==> config.mk <==
export PLATFORM = sky130hd
export DESIGN_NAME = updown_mod_counter
export DESIGN_NICKNAME = d
export VERILOG_FILES = /design/src/rtl/updown_mod_counter.sv
export SDC_FILE = /design/constraint.sdc
export NUM_CORES = 1
export LEC_CHECK = 0
export BUFFER_PORTS_ARGS = -buffer_cell sky130_fd_sc_hd__buf_2
export CORE_MARGIN = 10
export CORE_UTILIZATION = 48
export CTS_CLUSTER_DIAMETER = 150
export CTS_CLUSTER_SIZE = 20
export DETAILED_ROUTE_END_ITERATION = 16
export GPL_ROUTABILITY_DRIVEN = 0
export PLACE_DENSITY = 0.76
export SLEW_MARGIN = 40
export SYNTH_ARGS = -nofsm -noshare
export SYNTH_HDL_FRONTEND = slang
export SYNTH_SLANG_ARGS = --single-unit
==> constraint.sdc <==
create_clock -name clk -period 4.1 [get_ports clk]
set_input_delay 0.41 -clock clk [delete_from_list [all_inputs] [get_ports clk]]
set_output_delay 0.41 -clock clk [all_outputs]
set_load 0.05 [all_outputs]
==> src/rtl/updown_mod_counter.sv <==
// Synchronous modulo-MOD up/down counter with parallel load, wrap or saturate
// at the range limits, a registered boundary pulse and limit decodes.
module updown_mod_counter #(
   parameter int unsigned     WIDTH    = 8,
   parameter longint unsigned MOD      = 256,
   parameter bit              SATURATE = 1'b0,
   parameter longint unsigned RST_VAL  = 0
) (
   input  logic             clk,
   input  logic             rst,
   input  logic             en,
   input  logic             up,
   input  logic             load,
   input  logic [WIDTH-1:0] din,
   output logic [WIDTH-1:0] q,
   output logic             ovf,
   output logic             at_max,
   output logic             at_zero
);

   // Reject illegal parameter combinations when the design is elaborated
   if (WIDTH < 2 || WIDTH > 32) begin : g_bad_width
      $error("updown_mod_counter: WIDTH must be in 2..32");
   end
   if (MOD < 2 || MOD > (64'd1 << WIDTH)) begin : g_bad_mod
      $error("updown_mod_counter: MOD must be in 2..2**WIDTH");
   end
   if (RST_VAL >= MOD) begin : g_bad_rst_val
      $error("updown_mod_counter: RST_VAL must be below MOD");
   end

   // The modulus is held one bit wider than q so MOD = 2**WIDTH is representable
   localparam logic [WIDTH:0]   MOD_W   = (WIDTH+1)'(MOD);
   localparam logic [WIDTH-1:0] MAX_VAL = WIDTH'(MOD - 64'd1);
   localparam logic [WIDTH-1:0] RST_Q   = WIDTH'(RST_VAL);

   logic [WIDTH-1:0] q_q, q_d;
   logic             ovf_q, ovf_d;
   logic             din_in_range;
   logic             q_is_max;
   logic             q_is_zero;

   assign din_in_range = ({1'b0, din} < MOD_W);
   assign q_is_max     = (q_q == MAX_VAL);
   assign q_is_zero    = (q_q == '0);

   always_comb begin
      q_d   = q_q;
      ovf_d = 1'b0;
      if (load) begin
         q_d = din_in_range ? din : MAX_VAL;
      end else if (en) begin
         if (up) begin
            if (q_is_max) begin
               ovf_d = 1'b1;
               if (!SATURATE) q_d = '0;
            end else begin
               q_d = q_q + 1'b1;
            end
         end else begin
            if (q_is_zero) begin
               ovf_d = 1'b1;
               if (!SATURATE) q_d = MAX_VAL;
            end else begin
               q_d = q_q - 1'b1;
            end
         end
      end
   end

   always_ff @(posedge clk) begin
      if (rst) begin
         q_q   <= RST_Q;
         ovf_q <= 1'b0;
      end else begin
         q_q   <= q_d;
         ovf_q <= ovf_d;
      end
   end

   assign q       = q_q;
   assign ovf     = ovf_q;
   assign at_max  = q_is_max;
   assign at_zero = q_is_zero;

endmodule

==> impl_metrics.tcl <==
set metrics [dict create \
    antenna_cells 0 \
    synth_nets 148 \
    worst-setup-path-type "reg2out" \
    start_util_pct 51.4 \
    instances_no_fill 170 \
    p_int_uw 175 \
    final_max_slew_viol_count 0 \
    cellPowerDensity_nw_per_um2 311 \
    grt_overflow 0 \
    yosysUniqueCellTypes 43 \
    h-tree-depth 1 \
    leakage_nw 0.412 \
    fmaxAchievable_ghz 0.438 \
    synthArstFlopShare_pct 0 \
    die-area_um2 4000 \
    sw_frac_of_total_pct 43.2 \
    min_period_ns 2.28 \
    die_h_um 63.2 \
    n_fill_cell 180 \
    final_area_um2 993 \
    cts_tree "built" \
    cp_max_fo 10 \
    cts.sinks 9 \
    ctsResizeCount 0 \
    synth_top_area_share_pct 20.1 \
    synth_edf_count 0 \
    post-route-period-util_pct 55.7 \
    relSlewSlack_pct 55.8 \
    post_cts_buffers 0 \
    hold_path_class "in2reg" \
    grt_pass1_wl_um 4290 \
    cp-end-kind "primary output" \
    dr.pass1.iters 4 \
    startpoint_type "register" \
    track_usage_pct 12.7 \
    rows 15 \
    grt_pass1_vias 967 \
    clock_latency_ns 0.28 \
    drt_wl_total_um 2530 \
    ff_latch_area_um2 180 \
    numPortBuffers 23 \
    irDropWorstVdd_mv 0.174 \
    fin_nets 162 \
    cp.required_ns 3.69 \
    ys_top_cells_by_area "dfxtp_1 20%, a21oi_1 7.3%, nor2_1 6.7%" \
    vias 1014 \
    power_switching_uw 133 \
    synth_ff_type "dfxtp_1" \
    grt_max_degree 22 \
    total_power_uw 308 \
    dpl_cell_area_um2 967 \
    finClkSkew_ns 0.00669 \
    r2r-start "q[0]" \
    final-hold-violation-count 0 \
    hold_buffers 0 \
    core_area_um2 1750 \
    yosys_register_bits 9 \
    r2r_slack_ns 2.20 \
    rsz0062_at_grt "false" \
    max_cap_viol_count 0 \
    postLayoutSetupSlackWorst_ns 1.82 \
    antenna_found_initial 0 \
    finalSetupViolations 0 \
    min_path_cells 3 \
    yosysWarnings 0 \
    p_clk_share_pct 24.6 \
    post-synth-top-count-cell "nor2_1" \
    hp-start "din[1]" \
    drt-vias-per-instance 5.96 \
    seq_power_share_pct 36.5 \
    pre_cts_slack_ns 2.12 \
    drive_gt1_share_pct 21.4 \
    drtIter0Drc 41 \
    setup-tns-final_ns 0 \
    whs_endpoint "q[1]" \
    area_growth_pct 10.7 \
    synth-seq-area-share_pct 20.1 \
    drc_errors 0 \
    cts_buffers 3 \
    pin_count 24 \
    fin_util_pct 56.9 \
    fp.dieW_um 63.2 \
    ant_nets 0 \
    hold_slack_ns 0.373 \
    wl_per_cell_um 14.9 \
    multiInputGateArea_um2 626 \
    max_slew.worst_pin.slew_ns 0.658 \
    outcome "finished, final reports clean" \
    p_comb_share_pct 38.9 \
    r2r_end "q[0]" \
    cts_buffer_depth 2 \
    reg2reg_depth 7 \
    critPathArrivalTime_ns 1.87 \
    yosysTopAreaCell "dfxtp_1" \
    synthTopCellsByCount "16 x nor2_1, 13 x a21oi_1, 13 x nand2_1" \
    avgSynthCellArea_um2 6.80 \
    clkTransAtPathRegs_ns 0.06 \
    synthesis.area_um2 897 \
    dp.cells 166 \
    syn_inst 132 \
    root_buffer "clkbuf_4" \
    dpl.hpwl_um 1860 \
]
[placed cells by master, fill, tap and decap left out, types with 2 or more instances in the layout]
cell type | Yosys | routed
nand4_1 | 2 | 2
nand2_1 | 13 | 13
nor3_1 | 9 | 9
dfxtp_1 | 9 | 9
nand3_1 | 6 | 6
xor2_1 | 2 | 2
o21ai_0 | 9 | 9
ha_1 | 3 | 3
inv_1 | 4 | 4
xnor2_1 | 3 | 3
o22ai_1 | 3 | 3
clkbuf_4 | 0 | 3
a21oi_1 | 13 | 13
and3_1 | 3 | 3
buf_2 | 3 | 23
nor2_1 | 16 | 16
[layer usage]
layer | GRT usage [%] | part of all wire [%] | vias up
met2 | 19.7 | 46 | 51
met1 | 14.8 | 44 | 457
met4 | 8.20 | 2.2 | 0
met3 | 3.53 | 7.6 | 8
li1 | - | - | 498
met5 | 0 | 0 | -
[layout make-up]
class                           instances  area share, %
Multi-Input combinational cell        105           63.0
Inverter                                4           1.51
Tap cell                               25           3.15
Sequential cell                         9           18.1
Timing Repair Buffer                   23           11.6
Clock buffer                            4           2.64
[critical path, stage by stage, from the launching register on]
cell	delay (ns)
dfxtp_1	0.50
ha_1	0.34
nand2_1	0.10
nor3_1	0.32
buf_2	0.33
[cells by family (layout without fill, tap and decap cells)]
kind of cell,after synthesis,count (layout),synth area share (%)
AND/OR/NAND/NOR,60,60,35.0
AO/OA/AOI/OAI,36,36,24.5
buffers and inverters,18,31,10.2
flip-flops,9,9,20.1
XOR/XNOR,5,5,4.88
adder cells (fa/ha/maj),3,3,4.18
multiplexers,1,1,1.12
[worst max-delay path by stage]
stage,start,endpoint,slack [ns]
final,q[1],at_max,1.82
after global routing,q[0],at_zero,1.69
after CTS,q[1],at_max,1.82
after detailed placement,q[1],at_max,2.12
after global placement,q[1],at_max,2.20
after floorplan,q[4],q[3],1.26
[power groups by stage]
stage / sequential, mW / clock, mW / combinational, mW
final: 0.112 / 0.0759 / 0.120
after global routing: 0.115 / 0.0812 / 0.132
after CTS: 0.112 / 0.0750 / 0.120
after detailed placement: 0.114 / 0 / 0.120
after global placement: 0.113 / 0 / 0.118
after floorplan: 0.123 / 0 / 0.0883
[flip-flops by register name (all words and copies together) (netlist names)]
signal / count
q: 8
ovf: 1
Power figures use the tool's default switching activity.
